==> config.mk <==
export PLATFORM = sky130hd
export DESIGN_NAME = dma_write_controller
export DESIGN_NICKNAME = d
export VERILOG_FILES = /design/src/rtl/dma_write_controller.sv
export SDC_FILE = /design/constraint.sdc
export NUM_CORES = 2
export LEC_CHECK = 0
export ABC_AREA = 0
export BUFFER_PORTS_ARGS = -buffer_cell sky130_fd_sc_hd__buf_2
export CAP_MARGIN = 20
export CORE_MARGIN = 3
export CORE_UTILIZATION = 38
export CTS_CLUSTER_SIZE = 30
export DETAILED_ROUTE_END_ITERATION = 8
export GPL_TIMING_DRIVEN = 0
export HOLD_SLACK_MARGIN = 0.02
export PLACE_DENSITY_LB_ADDON = 0.1
export SETUP_SLACK_MARGIN = 0.1
export SYNTH_ARGS = -nofsm -noshare
export SYNTH_HDL_FRONTEND = slang
export SYNTH_SLANG_ARGS = --single-unit
==> constraint.sdc <==
create_clock -name clk -period 6.35 [get_ports clk]
set_input_delay 0.3175 -clock clk [delete_from_list [all_inputs] [get_ports clk]]
set_output_delay 0.3175 -clock clk [all_outputs]
set_load 0.01 [all_outputs]
==> src/rtl/dma_write_controller.sv <==
// AXI4 write DMA engine: buffers a 32-bit result stream in a FIFO and
// writes it to memory as INCR bursts of up to MAX_BURST beats.
//
// state  | meaning
// -------+---------------------------------------------------------------
// IDLE   | waiting for start
// AW     | burst address pending; awvalid once FIFO holds the whole burst
// W      | streaming the burst data beats out of the FIFO
// B      | waiting for the write response of the current burst
// DONE   | one-cycle completion pulse, then back to IDLE
module dma_write_controller #(
    parameter int C_M_AXI_ADDR_WIDTH = 32,
    parameter int C_M_AXI_DATA_WIDTH = 32,
    parameter int MAX_BURST          = 16,
    parameter int FIFO_DEPTH         = 32
) (
    input  logic                          clk,
    input  logic                          rst_n,
    input  logic                          start,
    input  logic [C_M_AXI_ADDR_WIDTH-1:0] base_addr,
    input  logic [31:0]                   transfer_length,
    output logic                          busy,
    output logic                          done,
    output logic                          error,
    input  logic [C_M_AXI_DATA_WIDTH-1:0] s_data,
    input  logic                          s_valid,
    output logic                          s_ready,
    output logic [C_M_AXI_ADDR_WIDTH-1:0] m_axi_awaddr,
    output logic [7:0]                    m_axi_awlen,
    output logic [2:0]                    m_axi_awsize,
    output logic [1:0]                    m_axi_awburst,
    output logic                          m_axi_awvalid,
    input  logic                          m_axi_awready,
    output logic [C_M_AXI_DATA_WIDTH-1:0] m_axi_wdata,
    output logic [3:0]                    m_axi_wstrb,
    output logic                          m_axi_wlast,
    output logic                          m_axi_wvalid,
    input  logic                          m_axi_wready,
    input  logic [1:0]                    m_axi_bresp,
    input  logic                          m_axi_bvalid,
    output logic                          m_axi_bready
);

    localparam int AW = C_M_AXI_ADDR_WIDTH;
    localparam int DW = C_M_AXI_DATA_WIDTH;
    localparam int PW = $clog2(FIFO_DEPTH);
    localparam int CW = PW + 1;

    typedef enum logic [2:0] {
        S_IDLE,
        S_AW,
        S_W,
        S_B,
        S_DONE
    } state_t;

    state_t          state, state_nxt;
    logic [AW-1:0]   addr_r;
    logic [31:0]     len_r;
    logic [31:0]     remaining;
    logic [31:0]     accepted;
    logic [8:0]      beats_r;
    logic [8:0]      beat_cnt;
    logic            error_r;

    logic [DW-1:0]   mem [FIFO_DEPTH];
    logic [PW-1:0]   wr_ptr, rd_ptr;
    logic [CW-1:0]   count;

    logic            busy_int;
    logic            fifo_full;
    logic            push, pop;
    logic            burst_ready;
    logic            last_beat;
    logic [31:0]     remaining_nxt;

    // Beats in the next burst: a full MAX_BURST or whatever is left.
    function automatic logic [8:0] burst_beats(input logic [31:0] words);
        if (words >= 32'(MAX_BURST))
            return 9'(MAX_BURST);
        else
            return words[8:0];
    endfunction

    assign busy_int      = (state == S_AW) || (state == S_W) || (state == S_B);
    assign fifo_full     = (count == CW'(FIFO_DEPTH));
    assign s_ready       = busy_int && !fifo_full && (accepted < len_r);
    assign push          = s_valid && s_ready;
    assign pop           = (state == S_W) && m_axi_wready;
    // Address is only offered once the whole burst is buffered, so W never starves.
    assign burst_ready   = 32'(count) >= 32'(beats_r);
    assign last_beat     = (beat_cnt == beats_r - 9'd1);
    assign remaining_nxt = remaining - 32'(beats_r);

    assign busy          = busy_int;
    assign error         = error_r;
    assign m_axi_awaddr  = addr_r;
    assign m_axi_awlen   = beats_r[7:0] - 8'd1;
    assign m_axi_awsize  = 3'b010;
    assign m_axi_awburst = 2'b01;
    assign m_axi_wstrb   = 4'hF;
    assign m_axi_wdata   = mem[rd_ptr];

    // State register.
    always_ff @(posedge clk or negedge rst_n) begin
        if (!rst_n)
            state <= S_IDLE;
        else
            state <= state_nxt;
    end

    // Next-state and handshake outputs.
    always_comb begin
        state_nxt     = state;
        m_axi_awvalid = 1'b0;
        m_axi_wvalid  = 1'b0;
        m_axi_wlast   = 1'b0;
        m_axi_bready  = 1'b0;
        done          = 1'b0;
        case (state)
            S_IDLE: begin
                if (start)
                    state_nxt = (transfer_length == 32'd0) ? S_DONE : S_AW;
            end
            S_AW: begin
                m_axi_awvalid = burst_ready;
                if (burst_ready && m_axi_awready)
                    state_nxt = S_W;
            end
            S_W: begin
                m_axi_wvalid = 1'b1;
                m_axi_wlast  = last_beat;
                if (m_axi_wready && last_beat)
                    state_nxt = S_B;
            end
            S_B: begin
                m_axi_bready = 1'b1;
                if (m_axi_bvalid)
                    state_nxt = (remaining_nxt == 32'd0) ? S_DONE : S_AW;
            end
            S_DONE: begin
                done      = 1'b1;
                state_nxt = S_IDLE;
            end
            default: state_nxt = S_IDLE;
        endcase
    end

    // Transfer bookkeeping: capture on start, advance address/remaining per response.
    always_ff @(posedge clk or negedge rst_n) begin
        if (!rst_n) begin
            addr_r    <= '0;
            len_r     <= '0;
            remaining <= '0;
            beats_r   <= 9'd1;
            error_r   <= 1'b0;
        end else if (state == S_IDLE && start) begin
            addr_r    <= base_addr;
            len_r     <= transfer_length;
            remaining <= transfer_length;
            error_r   <= 1'b0;
            if (transfer_length != 32'd0)
                beats_r <= burst_beats(transfer_length);
        end else if (state == S_B && m_axi_bvalid) begin
            error_r   <= error_r | (m_axi_bresp != 2'b00);
            addr_r    <= addr_r + (AW'(beats_r) << 2);
            remaining <= remaining_nxt;
            if (remaining_nxt != 32'd0)
                beats_r <= burst_beats(remaining_nxt);
        end
    end

    // Beat position within the current burst.
    always_ff @(posedge clk or negedge rst_n) begin
        if (!rst_n)
            beat_cnt <= '0;
        else if (pop)
            beat_cnt <= last_beat ? 9'd0 : beat_cnt + 9'd1;
    end

    // Words taken from the stream in this transfer; caps intake at transfer_length.
    always_ff @(posedge clk or negedge rst_n) begin
        if (!rst_n)
            accepted <= '0;
        else if (state == S_IDLE && start)
            accepted <= '0;
        else if (push)
            accepted <= accepted + 32'd1;
    end

    // FIFO pointers and occupancy; simultaneous push and pop leave count unchanged.
    always_ff @(posedge clk or negedge rst_n) begin
        if (!rst_n) begin
            wr_ptr <= '0;
            rd_ptr <= '0;
            count  <= '0;
        end else begin
            if (push)
                wr_ptr <= wr_ptr + PW'(1);
            if (pop)
                rd_ptr <= rd_ptr + PW'(1);
            case ({push, pop})
                2'b10:   count <= count + CW'(1);
                2'b01:   count <= count - CW'(1);
                default: count <= count;
            endcase
        end
    end

    // FIFO storage; contents need no reset since the pointers define emptiness.
    always_ff @(posedge clk) begin
        if (push)
            mem[wr_ptr] <= s_data;
    end

endmodule

### After elaboration in Yosys (flattened, before gate mapping)

Memories as Yosys holds them, arrays and structs flattened.
Index checks and enable logic that the tools add are counted.

| word-level totals | value |
|---|---|
| bits in registers | 166 |
| RAM bits | 1024 |
| input port bits | 105 |
| output and inout port bits | 89 |
| word-level logic and storage cells | 93 |
| memories kept | 1 |

Memory list:

| name | words | width | rd ports | clocked after memory_dff | write ports | line | RTL |
|---|---|---|---|---|---|---|---|
| mem | 32 | 32 | 1 | 0 | 1 | 66 | `logic [DW-1:0] mem [FIFO_DEPTH];` |

| operators by class | value |
|---|---|
| add/subtract/negate cells | 10 |
| magnitude comparators | 4 |
| equal/unequal tests | 13 |
| multiplexer cells | 30 |
| bitwise gates (word level) | 1 |
| reduce and logical (&&, ||, !) cells | 23 |

Operators with widths:

| cell | count |
|---|---|
| $mux W32 | 6 |
| $ge A32 B5 Y1 const B | 2 |
| $logic_not A32 Y1 | 2 |
| $reduce_bool A32 Y1 | 2 |
| $mux W9 | 7 |
| $add A32 B1 Y32 const B | 1 |
| $add A32 B11 Y32 | 1 |
| $lt A32 B32 Y1 | 1 |
| $sub A32 B9 Y32 | 1 |
| $mux W3 | 6 |
| $pmux W3 S4 | 1 |
| $pmux W6 S2 | 1 |
| $add A5 B1 Y5 const B | 2 |
| $reduce_bool A2 Y1 | 5 |
| $add A9 B1 Y9 const B | 1 |
| $eq A9 B9 Y1 | 1 |
| $ge A6 B9 Y1 | 1 |
| $mux W1 | 9 |
| $sub A9 B1 Y9 const B | 1 |
| $logic_and A1 B1 Y1 | 8 |
| $sub A8 B1 Y8 const B | 1 |
| $add A6 B1 Y6 const B | 1 |
| $eq A3 B2 Y1 const B | 2 |
| $eq A6 B6 Y1 const B | 1 |
| 13 further kinds | 17 |

### Depth between registers and ports, before layout

| depth | value |
|---|---|
| depth after elaboration | 8 |
| gate-level depth with buffers | 20 |
| depth with buffers taken out | 19 |

### Worst setup path before layout

Ideal clock, no wire load.

| timing path | value |
|---|---|
| path type | reg-to-reg |
| start | reg accepted[25] |
| end | mem mem[13][0] in the netlist's numbering, enable pin |
| setup time | 461 ps |
| arrival | 4308 ps |
| required time | 5889 ps |
| path slack | 1581 ps |
| stages on the path, launching flop included | 11 |
| buffers on the path | 0 |
| period minus slack after synthesis | 4769 ps |
| path through | dfrtp_1 ha_1 a21o_1 a21o_1 a221o_1 a21oi_1 and2_1 a31oi_1 nor2_1 nand2_1 nor3_1 |

| on the way | value |
|---|---|
| cells in the longest elaborated chain, start to end | 5 |

Ends and longest elaborated chain:

| what | line | RTL |
|---|---|---|
| from (decl) | 61 | `logic [31:0] accepted;` |
| from (signal assigned) | 188 | `accepted <= accepted + 32'd1;` |
| $lt A32 B32 Y1 | 87 | `assign s_ready = busy_int && !fifo_full && (accepted < len_r);` |
| $logic_and A1 B1 Y1 | 87 |  |
| $logic_and A1 B1 Y1 | 88 | `assign push = s_valid && s_ready;` |
| $mux W1 | 212 | `if (push)` |
| $mux W1 (not written as such) | 213 | `mem[wr_ptr] <= s_data;` |
| to (decl) | 66 |  |

No other way between the ends.

### Final worst setup path

| timing path | value |
|---|---|
| start | reg state[0] |
| end | mem mem[23][22] in the netlist's numbering, enable pin |

| on the way | value |
|---|---|
| cells in the longest elaborated chain, start to end | 8 |
| elaborated cells between the ends (all ways) | 10 |
| classes of those cells | 3 x eq/ne; 2 x mux; 5 x reduce/logical |

Ends and longest elaborated chain:

| what | line | RTL |
|---|---|---|
| from (decl) | 57 | `state_t state, state_nxt;` |
| from (signal assigned) | 109 | `state <= state_nxt;` |
| $eq A3 B1 Y1 / $eq A3 B2 Y1 (equally long branches) | 85 | `assign busy_int = (state == S_AW) \|\| (state == S_W) \|\| (state == S_B);` |
| $logic_or A1 B1 Y1 | 85 |  |
| $logic_or A1 B1 Y1 * | 85 |  |
| $logic_and A1 B1 Y1 * (2 in a row) | 87 |  |
| $logic_and A1 B1 Y1 * | 88 |  |
| $mux W1 * | 212 |  |
| $mux W1 (not written as such) * | 213 |  |

Mark *: on every way between the ends. The rest lies on a longest branch, timed or not.

==> metrics.yaml <==
status: "finished, final reports clean"
clk_root_buffer_cell: "clkbuf_16"
gp_congestion: 0.872
skew_ns: 0.0277
worst_ir_drop_vdd_mv: 0.237
ios: 194
dpl_cell_area_sq_mm: 0.0542
synthCells: 2702
wire_per_inst_um: 27.7
path_cells: "clkbuf_1 -> nor2_1 -> a2111oi_1 -> clkdlybuf4s18_2 -> o21ai_0 -> a21oi_1 -> and2_1 -> a31oi_1 -> nor2_1 -> clkbuf_1 -> nand2_1 -> nor2_4 -> buf_12"
die_w_um: 366
drc: 0
grtUsageMet3_pct: 3.93
synth_top_area_share_pct: 62.3
cts-resized-gates: 0
ys_ff_latch: 1190
drv_cap: 0
numCtsBuffers: 132
syn-cell-area_sq_mm: 0.0494
cpLargestDelayFamily: "simple AND/OR/NAND/NOR gates"
critPathMaxFanout: 18
dp_slack_ns: 1.31
rsz0062_at_grt: "no"
hold_path_class: "input port to flop"
portBuffers: 184
grt_util_met2_pct: 33.5
max_freq_ghz: 0.198
synth_flop_cell: "edfxtp_1"
worstSetupPathType: "flop to flop"
synthTopCellsByArea: "edfxtp_1, mux4_2, dfrtp_1"
num_rows: 131
grt_max_degree: 96
drive_above_1_share_pct: 26.1
cts.clk_slew.worst_paths_ns: 0.06
synth.most_common_cell: "edfxtp_1"
yosysTopAreaCell: "edfxtp_1"
async_flop_share_pct: 13.9
worstPathRequired_ns: 6.79
htree_levels: 4
synth_edf_count: 1024
area_growth_pct: 20.0
finalWirelength_um: 140000
core-area_sq_mm: 0.128
worst_path_max_delay_cell: "nor2_4"
met1_usage_pct: 29.7
antenna_left: 0
drt_iter0_drc: 2694
crit_path_start_kind: "flop"
cts_setup_buffers: 0
cts_buffer_depth: 3
top_usage_layer: "met2"
grt_pass1_wl_um: 205000
max_stage_delay_ns: 0.89
fin_cells: 5037
place_inst: 4701
antenna_found_initial: 3
vias_per_cell: 5.54
final_util_pct: 46.1
via_count: 27900
cp.arrival_ns: 5.49
dp_hpwl_um: 95800
fp.dieH_um: 366
finalSetupTns_ns: 0
slew_headroom_pct: 24.2
grt_pass1_vias: 29100
worst_slack_ns: 1.30
synth.distinct_cells: 72
power_density_mw_per_mm2: 421
period_share_pct: 79.5
syn_area_per_cell_sq_um: 18.3
tightest_slew_ns: 1.14
slew_violations: 0
setup_viol: 0
final_hold_viol_count: 0
leakage_nw: 19.9
drt_pass1_iterations: 6
grt_usage_pct: 21.0
initial_core_util_pct: 38.5
grt_overflow: 0
dieArea_sq_mm: 0.134
synth_common_cells: "edfxtp_1, mux4_2, dfrtp_1, nand2_1, nor2_1"
critPathBufInv: 4
cp-end-kind: "flop"
insertion_delay_ns: 0.76
finalInstanceArea_sq_mm: 0.0592
nets: 3382
cts_tree: "built"
synth_warnings: 0
yosysSeqAreaShare_pct: 70.7
clkSinkCount: 1190
post-route-min-period_ns: 5.05
==> cells by family (layout without fill, tap and decap cells) <==
group           Yosys count  count (layout)  share of synthesized area [%]
compound gates          286             286                           3.70
xor+xnor                 72              72                           1.32
fa+ha+maj                71              71                           1.85
buf+inv                 213             810                           1.70
flops                  1190            1190                           70.7
mux                     365             365                           15.6
other cells               2              11                         0.0152
simple gates            503             503                           5.09
==> cell usage in the layout, fill, tap and decap left out, types with 20 or more instances in the layout <==
master,count
a21oi_1,49
and3_1,20
buf_1,25
buf_12,22
buf_2,184
buf_8,29
clkbuf_1,139
clkbuf_16,134
clkinv_1,26
clkinv_2,20
dfrtp_1,165
dlygate4sd3_1,92
edfxtp_1,1024
ha_1,68
inv_1,74
mux2_2,36
mux4_2,320
nand2_1,149
nand3_1,44
nand4_1,27
nor2_1,79
nor2_4,29
nor3_1,29
nor4_1,29
o21ai_0,106
xnor2_1,50
xor2_1,20
==> final timing paths <==
path / from / to / slack (ns) / depth (start not counted)
setup / recovery: state[0]$_DFFE_PN0P_ / mem[23][22]$_DFFE_PP_ / 1.30 / 13
hold / removal: s_data[1] / mem[4][1]$_DFFE_PP_ / 0.08 / 1
setup reg to reg: state[0]$_DFFE_PN0P_ / mem[23][22]$_DFFE_PP_ / 1.30 / 13
hold reg to reg: len_r[0]$_DFFE_PN0P_ / len_r[0]$_DFFE_PN0P_ / 0.49 / 2
max in group asynchronous: rst_n / accepted[4]$_DFFE_PN0P_ / 5.30 / 3
min in group asynchronous: rst_n / m_axi_awaddr[21]$_DFFE_PN0P_ / 0.10 / 2
==> worst reg2reg max path: stages (launching register included) <==
cell and delay (ns):
dfrtp_1 0.32, clkbuf_1 0.32, nor2_1 0.20, a2111oi_1 0.30
clkdlybuf4s18_2 0.31, o21ai_0 0.12, a21oi_1 0.21, and2_1 0.16
a31oi_1 0.06, nor2_1 0.36, clkbuf_1 0.56, nand2_1 0.61
nor2_4 0.89, buf_12 0.29
==> layer usage <==
layer	wire length [um]	part of all wire, %
met4	3230	2.3
met1	62000	44
met3	7680	5.5
met5	8	0.0057
met2	66800	48
==> through the flow <==
step	power, W	hold WS [ns]
after floorplan	0.0147	0.0219
after global placement	0.0174	0.455
after detailed placement	0.0180	0.343
after CTS	0.0252	0.0224
after global routing	0.0262	0.0725
final	0.0250	0.0798
==> layout make-up <==
type | count | area (sq um)
fillers | 10900 | 69100
flip-flops and latches | 1190 | 34900
multi-input cells | 1306 | 13900
clock buffers | 172 | 3520
repair buffers | 363 | 3430
well taps | 1729 | 2160
plain buffers | 139 | 564
clock inverters | 62 | 472
inverters | 74 | 278
diodes | 2 | 5.00
==> power breakdown <==
part / leakage (nW) / switching, W / internal [W]
clock network: 1.95 / 0.00313 / 0.00398
logic: 6.65 / 0.00451 / 0.00359
registers: 11.3 / 0.000431 / 0.00932
==> state kept, by name (all words and copies together) (netlist names), 6 cells and up <==
signal,flops
mem,1024
accepted,32
len_r,32
m_axi_awaddr,32
remaining,32
beat_cnt,9
beats_r,9
count,6
==> timing repair <==
action	4_1_cts	5_1_grt
setup endpoints to repair	0	0
endpoints found under the hold margin	761	0
hold buffers	92	0
No activity file was read; power rests on OpenSTA's default activity.
